--- src/rtl/alu_status_pkg.sv ---
// Shared definitions for the ALU/status execution stage: op codes, P flag bit
// positions, the reset value of P and small helpers for the status register.
package alu_status_pkg;

    localparam logic [3:0] OP_ADC    = 4'h0;
    localparam logic [3:0] OP_SBC    = 4'h1;
    localparam logic [3:0] OP_AND    = 4'h2;
    localparam logic [3:0] OP_ORA    = 4'h3;
    localparam logic [3:0] OP_EOR    = 4'h4;
    localparam logic [3:0] OP_ASL    = 4'h5;
    localparam logic [3:0] OP_LSR    = 4'h6;
    localparam logic [3:0] OP_ROL    = 4'h7;
    localparam logic [3:0] OP_ROR    = 4'h8;
    localparam logic [3:0] OP_INC    = 4'h9;
    localparam logic [3:0] OP_DEC    = 4'hA;
    localparam logic [3:0] OP_CMP    = 4'hB;
    localparam logic [3:0] OP_BIT    = 4'hC;
    localparam logic [3:0] OP_PASS   = 4'hD;
    localparam logic [3:0] OP_ADD    = 4'hE;
    localparam logic [3:0] OP_PASSNF = 4'hF;

    localparam int FLAG_C = 0;
    localparam int FLAG_Z = 1;
    localparam int FLAG_I = 2;
    localparam int FLAG_D = 3;
    localparam int FLAG_B = 4;
    localparam int FLAG_ONE = 5;
    localparam int FLAG_V = 6;
    localparam int FLAG_N = 7;

    localparam logic [7:0] RESET_P_DEFAULT = 8'h24;

    typedef struct packed {
        logic n;
        logic v;
        logic z;
        logic c;
    } flags_t;

    // Bit 5 is hard-wired high and B never exists in the stored register.
    function automatic logic [7:0] fix_p(input logic [7:0] value);
        logic [7:0] fixed;
        fixed           = value;
        fixed[FLAG_ONE] = 1'b1;
        fixed[FLAG_B]   = 1'b0;
        return fixed;
    endfunction

    function automatic logic flag_writable(input logic [2:0] sel);
        logic ok;
        case (sel)
            3'd0, 3'd1, 3'd2, 3'd3, 3'd6: ok = 1'b1;
            default:                      ok = 1'b0;
        endcase
        return ok;
    endfunction

endpackage

--- src/rtl/bcd_adjust.sv ---
// Decimal-mode correction of a binary ADC/SBC sum: turns the binary byte and
// its carry/half-carry into a packed-BCD byte and a decimal carry/no-borrow.
module bcd_adjust (
    input  logic [7:0] sum,
    input  logic       carry,
    input  logic       half_carry,
    input  logic       sub,
    output logic [7:0] result,
    output logic       carry_out
);

    logic       lo_adj;
    logic       hi_adj;
    logic [8:0] lo_fix;
    logic [8:0] hi_fix;

    always_comb begin
        lo_adj    = 1'b0;
        hi_adj    = 1'b0;
        lo_fix    = {carry, sum};
        hi_fix    = {carry, sum};
        result    = sum;
        carry_out = carry;
        if (sub) begin
            // A missing carry out of a nibble means that digit borrowed; the
            // binary borrow already propagated, so each digit is fixed in place.
            result[3:0] = half_carry ? sum[3:0] : sum[3:0] - 4'd6;
            result[7:4] = carry ? sum[7:4] : sum[7:4] - 4'd6;
            carry_out   = carry;
        end else begin
            lo_adj    = half_carry || (sum[3:0] > 4'd9);
            lo_fix    = {carry, sum} + (lo_adj ? 9'h006 : 9'h000);
            hi_adj    = lo_fix[8] || (lo_fix[7:4] > 4'd9);
            hi_fix    = lo_fix + (hi_adj ? 9'h060 : 9'h000);
            result    = hi_fix[7:0];
            carry_out = hi_adj;
        end
    end

endmodule

--- src/rtl/alu_status.sv ---
// 6502-style execution stage: combinational 8-bit ALU, status register P and
// the page-crossing latch, all committed on the falling edge of clk.
// Define ALU_DECIMAL_EN to enable BCD correction of ADC/SBC when P.D is set.
module alu_status
    import alu_status_pkg::*;
#(
    parameter logic [7:0] RESET_P = RESET_P_DEFAULT
) (
    input  logic       clk,
    input  logic       reset,
    input  logic [3:0] op,
    input  logic [7:0] a,
    input  logic [7:0] b,
    input  logic       alu_en,
    input  logic       p_load,
    input  logic [7:0] dbus,
    input  logic       flag_wr,
    input  logic [2:0] flag_sel,
    input  logic       flag_val,
    output logic [7:0] result,
    output logic [7:0] p,
    output logic       page_cross
);

    logic [7:0] p_p1;
    logic       page_cross_p1;

    logic       carry_in_p0;
    logic [7:0] b_eff_p0;
    logic [8:0] add_sum_p0;
    logic [8:0] ab_sum_p0;
    logic [8:0] cmp_diff_p0;
    logic       arith_v_p0;
    logic [7:0] arith_res_p0;
    logic       arith_c_p0;
    logic [7:0] res_p0;
    flags_t     flags_p0;
    flags_t     upd_p0;
    logic       nz_from_res_p0;
    logic [7:0] p_next_p0;
    logic       pc_vld_p0;

    // Stage p0: operand preparation and the shared 9-bit adders.
    assign carry_in_p0 = p_p1[FLAG_C];
    assign b_eff_p0    = (op == OP_SBC) ? ~b : b;
    assign add_sum_p0  = {1'b0, a} + {1'b0, b_eff_p0} + {8'd0, carry_in_p0};
    assign ab_sum_p0   = {1'b0, a} + {1'b0, b};
    assign cmp_diff_p0 = {1'b0, a} + {1'b0, ~b} + 9'd1;
    assign arith_v_p0  = (a[7] == b_eff_p0[7]) && (add_sum_p0[7] != a[7]);

`ifdef ALU_DECIMAL_EN
    logic [4:0] add_half_p0;
    logic       sub_p0;
    logic       decimal_p0;
    logic [7:0] bcd_res_p0;
    logic       bcd_carry_p0;

    assign add_half_p0 = {1'b0, a[3:0]} + {1'b0, b_eff_p0[3:0]} + {4'd0, carry_in_p0};
    assign sub_p0      = (op == OP_SBC);
    assign decimal_p0  = p_p1[FLAG_D] && ((op == OP_ADC) || (op == OP_SBC));

    bcd_adjust u_bcd_adjust (
        .sum        (add_sum_p0[7:0]),
        .carry      (add_sum_p0[8]),
        .half_carry (add_half_p0[4]),
        .sub        (sub_p0),
        .result     (bcd_res_p0),
        .carry_out  (bcd_carry_p0)
    );

    // V stays binary in decimal mode; only the byte and carry are corrected.
    assign arith_res_p0 = decimal_p0 ? bcd_res_p0 : add_sum_p0[7:0];
    assign arith_c_p0   = decimal_p0 ? bcd_carry_p0 : add_sum_p0[8];
`else
    assign arith_res_p0 = add_sum_p0[7:0];
    assign arith_c_p0   = add_sum_p0[8];
`endif

    always_comb begin
        res_p0         = 8'h00;
        flags_p0       = '0;
        upd_p0         = '0;
        nz_from_res_p0 = 1'b0;
        case (op)
            OP_ADC, OP_SBC: begin
                res_p0         = arith_res_p0;
                flags_p0.c     = arith_c_p0;
                flags_p0.v     = arith_v_p0;
                upd_p0         = '{n: 1'b1, v: 1'b1, z: 1'b1, c: 1'b1};
                nz_from_res_p0 = 1'b1;
            end
            OP_AND, OP_ORA, OP_EOR: begin
                res_p0         = (op == OP_AND) ? (a & b) :
                                 (op == OP_ORA) ? (a | b) : (a ^ b);
                upd_p0         = '{n: 1'b1, v: 1'b0, z: 1'b1, c: 1'b0};
                nz_from_res_p0 = 1'b1;
            end
            OP_ASL, OP_ROL: begin
                res_p0         = {a[6:0], (op == OP_ROL) ? carry_in_p0 : 1'b0};
                flags_p0.c     = a[7];
                upd_p0         = '{n: 1'b1, v: 1'b0, z: 1'b1, c: 1'b1};
                nz_from_res_p0 = 1'b1;
            end
            OP_LSR, OP_ROR: begin
                res_p0         = {(op == OP_ROR) ? carry_in_p0 : 1'b0, a[7:1]};
                flags_p0.c     = a[0];
                upd_p0         = '{n: 1'b1, v: 1'b0, z: 1'b1, c: 1'b1};
                nz_from_res_p0 = 1'b1;
            end
            OP_INC, OP_DEC: begin
                res_p0         = (op == OP_INC) ? a + 8'd1 : a - 8'd1;
                upd_p0         = '{n: 1'b1, v: 1'b0, z: 1'b1, c: 1'b0};
                nz_from_res_p0 = 1'b1;
            end
            OP_CMP: begin
                res_p0     = a;
                flags_p0.c = cmp_diff_p0[8];
                flags_p0.z = (cmp_diff_p0[7:0] == 8'h00);
                flags_p0.n = cmp_diff_p0[7];
                upd_p0     = '{n: 1'b1, v: 1'b0, z: 1'b1, c: 1'b1};
            end
            OP_BIT: begin
                res_p0     = a;
                flags_p0.z = ((a & b) == 8'h00);
                flags_p0.n = b[7];
                flags_p0.v = b[6];
                upd_p0     = '{n: 1'b1, v: 1'b1, z: 1'b1, c: 1'b0};
            end
            OP_PASS: begin
                res_p0         = b;
                upd_p0         = '{n: 1'b1, v: 1'b0, z: 1'b1, c: 1'b0};
                nz_from_res_p0 = 1'b1;
            end
            OP_ADD:    res_p0 = ab_sum_p0[7:0];
            OP_PASSNF: res_p0 = b;
            default:   res_p0 = 8'h00;
        endcase
        if (nz_from_res_p0) begin
            flags_p0.n = res_p0[7];
            flags_p0.z = (res_p0 == 8'h00);
        end
    end

    // Commit selection: p_load replaces P outright; otherwise ALU flags apply
    // first and a single-flag write overlays them.
    always_comb begin
        p_next_p0 = p_p1;
        if (p_load) begin
            p_next_p0 = dbus;
        end else begin
            if (alu_en) begin
                if (upd_p0.n) p_next_p0[FLAG_N] = flags_p0.n;
                if (upd_p0.v) p_next_p0[FLAG_V] = flags_p0.v;
                if (upd_p0.z) p_next_p0[FLAG_Z] = flags_p0.z;
                if (upd_p0.c) p_next_p0[FLAG_C] = flags_p0.c;
            end
            if (flag_wr && flag_writable(flag_sel)) begin
                p_next_p0[flag_sel] = flag_val;
            end
        end
        p_next_p0 = fix_p(p_next_p0);
    end

    assign pc_vld_p0 = alu_en && (op == OP_ADD);

    // Stage p1: architectural state, shared falling edge with the register file.
    always_ff @(negedge clk or posedge reset) begin
        if (reset) begin
            p_p1          <= fix_p(RESET_P);
            page_cross_p1 <= 1'b0;
        end else begin
            p_p1 <= p_next_p0;
            if (pc_vld_p0) begin
                page_cross_p1 <= ab_sum_p0[8];
            end
        end
    end

    assign result     = res_p0;
    assign p          = p_p1;
    assign page_cross = page_cross_p1;

endmodule

--- config.mk ---
export PLATFORM = sky130hd
export DESIGN_NAME = alu_status
export DESIGN_NICKNAME = d
export VERILOG_FILES = /design/src/rtl/alu_status_pkg.sv /design/src/rtl/bcd_adjust.sv /design/src/rtl/alu_status.sv
export SDC_FILE = /design/constraint.sdc
export NUM_CORES = 1
export LEC_CHECK = 0
export ABC_AREA = 1
export CORE_MARGIN = 4
export CORE_UTILIZATION = 45
export DETAILED_ROUTE_END_ITERATION = 10
export PLACE_DENSITY = 0.71
export SKIP_LAST_GASP = 1
export SLEW_MARGIN = 20
export SYNTH_ARGS = -nofsm -noshare
export SYNTH_HDL_FRONTEND = slang
export SYNTH_SLANG_ARGS = --single-unit
export TNS_END_PERCENT = 20
--- constraint.sdc ---
create_clock -name clk -period 3.1 [get_ports clk]
set_input_delay 0.31 -clock clk [delete_from_list [all_inputs] [get_ports clk]]
set_output_delay 0.31 -clock clk [all_outputs]
set_load 0.1 [all_outputs]
After elaboration in Yosys (flattened, before gate mapping)
Index checks and enable logic that the tools add are counted.
Operators by class
  $add $sub $neg: 7
  order comparisons: 2
  eq/ne operators: 21
  multiplexer cells: 30
  bitwise logic cells: 4
  reductions and logical operators: 21
Operators by type and width (count)
  one-hot mux 8 bit (8 select lines): 1
  2-to-1 mux 8 bit: 6
  == test 4 bit, second input constant: 8
  adder 8 x 8 -> 9 bit: 3
  zero test 8 bit: 3
  == test 4 x 3 -> 1 bit, second input constant: 4
  one-hot mux 4 bit (4 select lines): 1
  2-to-1 mux 1 bit: 12
  OR reduction 12 bit: 1
  OR reduction 2 bit: 6
  OR reduction 5 bit: 2
  adder 9 x 1 -> 9 bit: 1
  adder 9 x 1 -> 9 bit, second input constant: 1
  adder 8 x 1 -> 8 bit, second input constant: 1
  bitwise AND 8 bit: 1
  bitwise mux 8 bit: 1
  == test 4 x 2 -> 1 bit, second input constant: 2
  2-to-1 mux 2 bit: 4
  NOT 8 bit: 1
  OR 8 bit: 1
  subtractor 8 x 1 -> 8 bit, second input constant: 1
  bitwise XOR 8 bit: 1
  == test 3 x 2 -> 1 bit, second input constant: 2
  one-hot mux 1 bit (2 select lines): 3
  other kinds (15): 18
Storage, ports and cells
  bits in registers: 7
  bits of input ports: 37
  output and inout bits: 17
  logic and storage cells: 88

Logic depth before layout (Yosys ltp)
Gate-level depths: netlist of the first run.
  depth in word-level cells: 13
  gate-level depth with buffers: 21
  depth with buffers taken out: 21

==> impl_metrics.json, run 1 <==
{
  "path_max_fanout": 3,
  "antenna-diode-count": 0,
  "initial_antenna_violation_count": 0,
  "mostFrequentLayoutCells": "nand2_1 (157), buf_4 (121), inv_1 (69), nor2_1 (64), nand3_1 (54)",
  "avgSynthCellArea_um2": 5.44,
  "place.port_buffers": 49,
  "grt_util_met2": 0.527,
  "final-setup-viol-count": 13,
  "drc_errors": 0,
  "synth.area.top_cells": "nand2_1 (22%), ha_1 (16%), inv_1 (10%)",
  "row_count": 28,
  "cts_made_buffers": 3,
  "clock_pin_slew_on_the_worst_setup_and_hold_paths_ps": 30,
  "setup.worst_path.class": "register to primary output",
  "post_route_cells_drive_above_1_share": 0.305,
  "fillers": 449,
  "grt_pass1_vias": 4021,
  "use_met1": 0.431,
  "outcome": "complete, but fails checks",
  "required_time_of_the_worst_setup_path_ps": 2790,
  "synth_cells": 532,
  "setup_repair_after_global_routing_missed_its_margin": "true",
  "violated_checks": "negative setup slack",
  "wire_per_inst_um": 15.6,
  "all_layer_gr_usage": 0.314,
  "initial_core_util": 0.475,
  "maxSlewViolCount": 0,
  "clk_root_buffer_cell": "clkbuf_8",
  "ant_nets": 0,
  "pin_count": 54,
  "layout.cells.most_common": "nand2_1",
  "postSynthNetCount": 612,
  "grt_max_degree": 16,
  "die_y_um": 88.2,
  "grt_use_met3": 0.0410,
  "synth_seq_cells": 7,
  "finalHoldViolCount": 0,
  "number_of_buffers_on_the_longest_clock_path": 2,
  "worst_setup_path_end_kind": "primary output",
  "synth_cell_types": 31,
  "clk_latency_worst_skew_pair_ps": 250,
  "dr_total_vias": 4208,
  "die_width_um": 88.2,
  "cp-start-kind": "register",
  "post_layout_net_count": 785,
  "cellLeakagePower_uw": 0.00268,
  "yosys.area.top_type": "nand2_1",
  "ir_worst_vdd_uv": 466,
  "wirelength_um": 12200,
  "hold_class": "register to register",
  "detail_route.iter0.violations": 420,
  "worst_ep_arrival_time_ps": 3720,
  "synth_seq_area_share": 0.0609,
  "finalWeightedCongestion": 0.955,
  "layout_setup_ws_ps": -932,
  "cap_violations": 0,
  "ctsHtreeMaxLevel": 1,
  "syn2layout_area_growth_pct": 68.8,
  "die_area_um2": 7780,
  "yosysWarnings": 0,
  "hpwl_um": 9890,
  "via_per_inst": 5.40,
  "netlist_area_um2": 2900,
  "fin_clk_skew_ps": 0.364,
  "fp.coreArea_um2": 6100,
  "pre_cts_ws_ps": -1450,
  "detail_route.first_pass.iterations": 5,
  "post-synth-top-area-fraction": 0.218,
  "global_route_wire_length_before_repair_um": 19300,
  "power_dens_cells_nw_per_um2": 281,
  "clock-sinks": 7,
  "tritoncts_clock_tree": "yes",
  "grt.overflow.total": 0,
  "setup_tns_final_ps": -9620,
  "busiest_layer": "met2",
  "cts_hold_buffers": 0
}
[sequential cells by signal, summed over array words and instances (netlist names)]
signal / cells
p: 6
page_cross: 1
[per-layer routing]
metal	wire [um]	up-vias
met3	1020	33
met5	0	-
li1	-	2039
met2	5660	228
met4	268	0
met1	5230	1908
[path summary, 6_finish.rpt]
check,slack (ps),start,to,depth (start not counted)
max in group asynchronous,1000,reset,p[2]$_DFFE_NP1P_,2
worst min-delay path,500,p[3]$_DFFE_NP0P_,p[3]$_DFFE_NP0P_,2
worst min register to register,500,p[3]$_DFFE_NP0P_,p[3]$_DFFE_NP0P_,2
min in group asynchronous,1740,reset,page_cross$_DFFE_NP0P_,2
worst max-delay path,-930,p[0]$_DFF_NP0_,result[6],8
worst max register to register,980,p[0]$_DFF_NP0_,p[1]$_DFF_NP0_,14
[worst max-delay path, cell delays in order, from the launching register on]
cell	delay, ps
dfrtn_1	390
fa_2	370
fa_2	390
nand3_2	100
nand4_1	130
nand3_2	110
nand4_1	100
buf_4	170
buf_12	160
[cells in the mapped netlist]
master and instances:
ha_1 38, nand2_1 168, a22oi_1 1, conb_1 2
a21boi_0 1, or2_2 3, fa_1 5, a21oi_1 24
xnor2_1 2, o221ai_1 1, nand3_1 60, o21ai_0 17
inv_1 80, inv_2 2, buf_4 2, o22ai_1 1
a31oi_1 1, o311ai_0 1, nor2_1 66, dfrtn_1 6
o21bai_1 1, buf_2 2, dfstp_2 1, xor2_1 15
nand4_1 12, nor2_2 4, nor4_1 5, nand2_2 2
nand3b_1 5, a21o_1 1, clkbuf_1 3
[cells by family (layout without fill, tap and decap cells)]
kind of cell,count (synthesis),count (layout),share of synthesized area
XOR/XNOR,17,17,0.0514
other,2,2,0.00259
flip-flops,7,7,0.0609
AO/OA/AOI/OAI,49,49,0.0916
buffers and inverters,89,261,0.119
adder cells (fa/ha/maj),43,43,0.199
AND/OR/NAND/NOR,325,325,0.476
[repair_timing]
item	4_1_cts	5_1_grt
pin swaps	23	8
setup endpoints to repair	13	13
gates resized for setup	77	24
buffers inserted	7	1
[layout make-up]
type	instances	area, um^2	area share
tap	75	93.8	0.0192
sequential	7	176	0.0361
clock buffer	3	41.3	0.00844
multi-input combinational	436	2660	0.543
clock inverter	2	7.51	0.00154
timing repair buffer	175	1600	0.327
inverter	81	314	0.0642
[report_power, final]
part / internal, uW / switching [uW] / leakage (uW)
registers: 105 / 12.9 / 0.0000818
logic: 466 / 652 / 0.00257
clock network: 87.9 / 48.4 / 0.0000322
[per-stage QoR]
stage                      util  hold slack, ps  std cells  instance area, um^2  total power [uW]
final                     0.802             503        779                 4890              1370
after global routing      0.802             564        779                 4890              1460
after CTS                 0.793             510        778                 4830              1340
after detailed placement  0.747             507        767                 4550              1160
after global placement    0.747             491        767                 4550              1140
after floorplan               -             787        532                 2980               697
(Power assumes the default switching activity.)
==> run 2, diff against run 1 <==
- PLACE_DENSITY: 0.71 -> 0.7
- SKIP_LAST_GASP: 1 -> unset
==> run 2 against run 1 <==
The run still ends with negative setup slack left. Routed wire length grew 1.1%. Via count rose by 0.24%. Flip-flop and latch count stayed put. Sequential share of layout area about the same. Clock power grew 7%. Cell area is 0.51% higher. Total power grew 2.5%. Global-route usage grew 0.085 points. Critical path type unchanged. Sequential power about the same. Hold slack worse by 4.0 ps. Critical endpoint is now result[4]. First-iteration DRC count is 27% lower. Non-clock buffer count grew 5.
==> impl_metrics.json, run 2 (synthesis gave the netlist of run 1 again) <==
{
  "outcome": "complete, but fails checks",
  "violated_checks": "negative setup slack",
  "cap_violations": 0,
  "antenna-diode-count": 0,
  "detail_route.iter0.violations": 305,
  "cts_hold_buffers": 0,
  "power.internal_uw": 674,
  "path_delay_family": "adder cells",
  "global_route_wire_length_before_repair_um": 19300,
  "maxSlewViolCount": 0,
  "worstRegToRegCells": 14,
  "clk_root_buffer_cell": "clkbuf_8",
  "share_seq_of_total_power": 0.084,
  "finalNonFillerCells": 784,
  "worst_path_most_repeated_cell": "fa_2",
  "worst_hold_path.num_cells": 2,
  "power.net_switching_uw": 734,
  "fin_clk_skew_ps": 6.79,
  "finish.utilization": 0.806,
  "worst_path_max_delay_cell": "dfrtn_1",
  "final-setup-viol-count": 13,
  "wire_per_inst_um": 15.7,
  "netSwitchingFraction": 0.521,
  "cellLeakagePower_uw": 0.00270,
  "layout.cells.most_common": "nand2_1",
  "die_width_um": 88.2,
  "die_y_um": 88.2,
  "required_time_of_the_worst_setup_path_ps": 2790,
  "cts_made_buffers": 3,
  "first_element_of_the_critical_path": "p[0]$_DFF_NP0_",
  "post_route_cells_drive_above_1_share": 0.305,
  "critical_path.reg2reg.startpoint": "p[0]$_DFF_NP0_",
  "initial_antenna_violation_count": 0,
  "ctsHtreeMaxLevel": 1,
  "setup_tns_final_ps": -10760,
  "power_frac_comb": 0.813,
  "initial_core_util": 0.475,
  "detail_route.first_pass.iterations": 5,
  "ir_worst_vdd_uv": 416,
  "mostFrequentLayoutCells": "nand2_1 (152), buf_4 (125), inv_1 (72), nor2_1 (64), nand3_1 (52)",
  "die_area_um2": 7780,
  "clock-sinks": 7,
  "largest_register_ff_count": 6,
  "grt.overflow.total": 0,
  "tritoncts_clock_tree": "yes",
  "number_of_buffers_on_the_longest_clock_path": 2,
  "row_count": 28,
  "crit_path_buffers_inverters": 3,
  "clock_power_share": 0.103,
  "crit_chain": "fa_2 > fa_2 > a21oi_2 > xor2_1 > nand2_1 > nand2_2 > buf_6 > inv_4 > buf_12",
  "ant_nets": 0,
  "worst_setup_path_end_kind": "primary output",
  "wirelength_um": 12300,
  "finalHoldViolCount": 0,
  "hold_class": "register to register",
  "clock_pin_slew_on_the_worst_setup_and_hold_paths_ps": 40,
  "post_layout_net_count": 790,
  "path_max_fanout": 3,
  "placedCellCount": 773,
  "grt_pass1_vias": 4021,
  "setup_repair_after_global_routing_missed_its_margin": "true",
  "finalWeightedCongestion": 1.08,
  "clk_latency_worst_skew_pair_ps": 260,
  "r2r_setup_slack_ps": 930,
  "drc_errors": 0,
  "critical_path.max_stage_delay_ps": 390,
  "hpwl_um": 10200,
  "place.port_buffers": 49,
  "cp-start-kind": "register",
  "pin_count": 54,
  "grt_max_degree": 16,
  "fillers": 436,
  "worstSetupPathDepth": 9,
  "all_layer_gr_usage": 0.315,
  "setup.worst_path.class": "register to primary output",
  "worst_ep_arrival_time_ps": 3810,
  "fp.coreArea_um2": 6100,
  "layout_setup_ws_ps": -1020,
  "timing.hold.worst.start": "p[3]$_DFFE_NP0P_",
  "via_per_inst": 5.38,
  "syn2layout_area_growth_pct": 69.7,
  "dr_total_vias": 4218,
  "power_dens_cells_nw_per_um2": 286
}
[run 2: final timing paths]
path | end
worst max-delay path | result[4]
worst min-delay path | p[3]$_DFFE_NP0P_
worst max register to register | p[1]$_DFF_NP0_
worst min register to register | p[3]$_DFFE_NP0P_
max in group asynchronous | p[2]$_DFFE_NP1P_
min in group asynchronous | p[1]$_DFF_NP0_
[run 2: cell type report]
type | count | area (um^2) | area share
Tap cell | 75 | 93.8 | 0.0191
Clock buffer | 3 | 41.3 | 0.00840
Clock inverter | 2 | 8.76 | 0.00178
Sequential cell | 7 | 176 | 0.0359
Inverter | 81 | 312 | 0.0634
Timing Repair Buffer | 180 | 1650 | 0.335
Multi-Input combinational cell | 436 | 2640 | 0.537
[run 2: what timing repair did]
action                                  CTS  global route
pin swaps                                20            14
endpoints found under the setup margin   13            13
setup buffers                             4             3
resized for setup                        44            33
hold endpoints to repair                  0             0
[run 2: layer usage]
metal / track usage / up-vias / routed length, um
met3: 0.0456 / 35 / 1150
met2: 0.518 / 224 / 5800
met1: 0.434 / 1915 / 5040
met4: 0.0783 / 0 / 329
li1: - / 2044 / -
met5: 0 / - / 0
[run 2: worst register-to-register path: cells and delay by family (launching register included)]
kind                     cells  cell delay, ps
AO/OA/AOI/OAI                1             170
XOR/XNOR                     1             180
adder cells (fa/ha/maj)      2             780
flip-flops                   1             390
AND/OR/NAND/NOR             10             670
[run 2: power by group through the flow]
stage	Clock (uW)	Combinational [uW]	Sequential, uW
after floorplan	4.04	495	197
after global placement	4.04	1030	119
after detailed placement	4.04	1040	120
after CTS	145	1080	119
after global routing	151	1220	120
final	145	1140	119
[run 2: per-stage QoR]
step	hold slack, ps	power [uW]	setup slack (ps)	instance area [um^2]
6_report	499	1410	-1020	4910
5_1_grt	545	1490	-1120	4910
4_1_cts	504	1350	-970	4770
3_3_place_gp	491	1150	-1320	4610
3_5_place_dp	503	1170	-1430	4610
2_1_floorplan	787	697	-1820	2980
==> run 3, diff against run 2 <==
- CORE_ASPECT_RATIO: unset -> 0.5
- GPL_ROUTABILITY_DRIVEN: unset -> 1
==> run 3 against run 2 <==
Critical path type unchanged. Combinational power about the same. Critical endpoint unchanged. Worst setup slack better by 30 ps. Hold slack improved by 31 ps. Non-clock buffer count decreased by 6. The run still ends with negative setup slack left. Largest power group unchanged. Clock-buffer cell count unchanged. Global-route usage decreased by 0.60 points. Clock power rose by 56%. Flip-flop and latch count is the same. Sequential power hardly changed. Register-to-register slack lost 100 ps. Critical path depth stayed put.
==> impl_metrics.json, run 3 (synthesis gave the netlist of run 1 again) <==
{
  "power.net_switching_uw": 727,
  "setup_repair_after_global_routing_missed_its_margin": "true",
  "fillers": 481,
  "finalWeightedCongestion": 1.07,
  "clk_root_buffer_cell": "clkbuf_16",
  "share_seq_of_total_power": 0.081,
  "grt_max_degree": 16,
  "antenna-diode-count": 0,
  "wire_per_inst_um": 15.4,
  "tritoncts_clock_tree": "yes",
  "placedCellCount": 779,
  "cts_hold_buffers": 0,
  "cts_made_buffers": 3,
  "clk_latency_worst_skew_pair_ps": 270,
  "power.internal_uw": 743,
  "detail_route.first_pass.iterations": 5,
  "detail_route.iter0.violations": 578,
  "die_area_um2": 7860,
  "grt.overflow.total": 0,
  "clock_pin_slew_on_the_worst_setup_and_hold_paths_ps": 30,
  "pre_cts_ws_ps": -1470,
  "dr_total_vias": 4126,
  "setup_tns_final_ps": -9690,
  "hold_class": "register to register",
  "cp-start-kind": "register",
  "post_route_cells_drive_above_1_share": 0.300,
  "worst_ep_arrival_time_ps": 3780,
  "post_layout_net_count": 784,
  "hpwl_um": 10000,
  "finalNonFillerCells": 791,
  "largest_register_ff_count": 6,
  "initial_antenna_violation_count": 0,
  "global_route_wire_length_before_repair_um": 19300,
  "initial_core_util": 0.471,
  "maxSlewViolCount": 0,
  "violated_checks": "negative setup slack",
  "power_frac_comb": 0.765,
  "seq_area_um2": 176,
  "path_max_fanout": 3,
  "cellLeakagePower_uw": 0.00271,
  "worst_setup_path_end_kind": "primary output",
  "wirelength_um": 12200,
  "required_time_of_the_worst_setup_path_ps": 2790,
  "fin_total_pwr_uw": 1470,
  "ctsHtreeMaxLevel": 1,
  "die_y_um": 64.7,
  "power_dens_cells_nw_per_um2": 299,
  "timing.hold.worst.start": "p[3]$_DFFE_NP0P_",
  "critical_path.reg2reg.startpoint": "p[0]$_DFF_NP0_",
  "multi_input_combinational_cell_area_um2": 2630,
  "fin_clk_skew_ps": 2.97,
  "r2r_setup_slack_ps": 830,
  "row_count": 20,
  "setup.worst_path.class": "register to primary output",
  "timing.hold.worst_endpoint": "p[3]$_DFFE_NP0P_",
  "layout_setup_ws_ps": -986,
  "ir_worst_vdd_uv": 474,
  "via_per_inst": 5.22,
  "clock-sinks": 7,
  "critical_path.reg2reg.endpoint": "p[1]$_DFF_NP0_",
  "mostFrequentLayoutCells": "nand2_1 (159), buf_4 (118), inv_1 (72), nor2_1 (65), nand3_1 (52)",
  "place.port_buffers": 49,
  "fp.coreArea_um2": 6160,
  "worst_hold_path.num_cells": 2,
  "drc_errors": 0,
  "cap_violations": 0,
  "layout.cells.most_common": "nand2_1",
  "worstRegToRegCells": 14,
  "ant_nets": 0,
  "number_of_buffers_on_the_longest_clock_path": 2,
  "syn2layout_area_growth_pct": 69.7,
  "final-setup-viol-count": 13,
  "outcome": "complete, but fails checks",
  "clock_power_share": 0.154,
  "all_layer_gr_usage": 0.309,
  "finalHoldViolCount": 0,
  "pin_count": 54,
  "grt_pass1_vias": 3841,
  "die_width_um": 121,
  "netSwitchingFraction": 0.494
}
run 3: cell types whose count changed in the layout (fill, tap and decap cells not counted), moves of 4 or more:
cell / before / now
clkdlybuf4s50_1: 25 / 18
buf_4: 125 / 118
nand2_1: 152 / 159
nand2_2: 12 / 8
dlymetal6s2s_1: 1 / 6
run 3: layout make-up:
type / count / area share
clock buffers: 3 / 0.0153
well taps: 88 / 0.0224
clock inverters: 2 / 0.00153
flip-flops and latches: 7 / 0.0359
repair buffers: 174 / 0.327
multi-input cells: 436 / 0.534
inverters: 81 / 0.0634
run 3: worst max path at each step:
stage	end	cells after the start	slack (ps)	startpoint
2_1_floorplan	p[1]$_DFF_NP0_	17	-1820	op[3]
3_3_place_gp	p[1]$_DFF_NP0_	22	-1410	op[1]
3_5_place_dp	p[0]$_DFF_NP0_	18	-1470	op[1]
4_1_cts	result[4]	9	-970	p[0]$_DFF_NP0_
5_1_grt	result[4]	9	-1050	p[0]$_DFF_NP0_
6_report	result[4]	9	-990	p[0]$_DFF_NP0_
run 3: layer usage:
layer  GRT usage  vias up  routed length (um)
met2       0.503      219                5170
li1            -     2035                   -
met4      0.0265        0                 100
met3      0.0218       12                1180
met5           0        -                   0
met1       0.463     1860                5730
run 3: critical path: stages, from the launching register on:
cell and delay, ps:
dfrtn_1 400, fa_2 390, fa_2 390, a21oi_2 160, xor2_1 160, nand2_1 80
nand2_2 80, buf_6 100, inv_4 30, buf_12 150
run 3: timing repair:
action	CTS	global route
setup buffers	4	4
pin swaps	13	19
resized for setup	56	38
setup endpoints to repair	13	13
run 3: power by group through the flow:
stage	logic, uW	clock network, uW	registers (uW)
detailed placement	1040	4.04	120
CTS	1080	225	120
global route	1200	231	121
floorplan	495	4.04	197
finish	1120	226	120
global placement	1030	4.04	120
run 3: metrics by stage:
step | util | hold slack [ps] | instance area [um^2]
floorplan | - | 787 | 2980
global route | 0.799 | 544 | 4920
detailed placement | 0.743 | 524 | 4570
CTS | 0.778 | 531 | 4790
finish | 0.799 | 530 | 4920
global placement | 0.743 | 498 | 4570
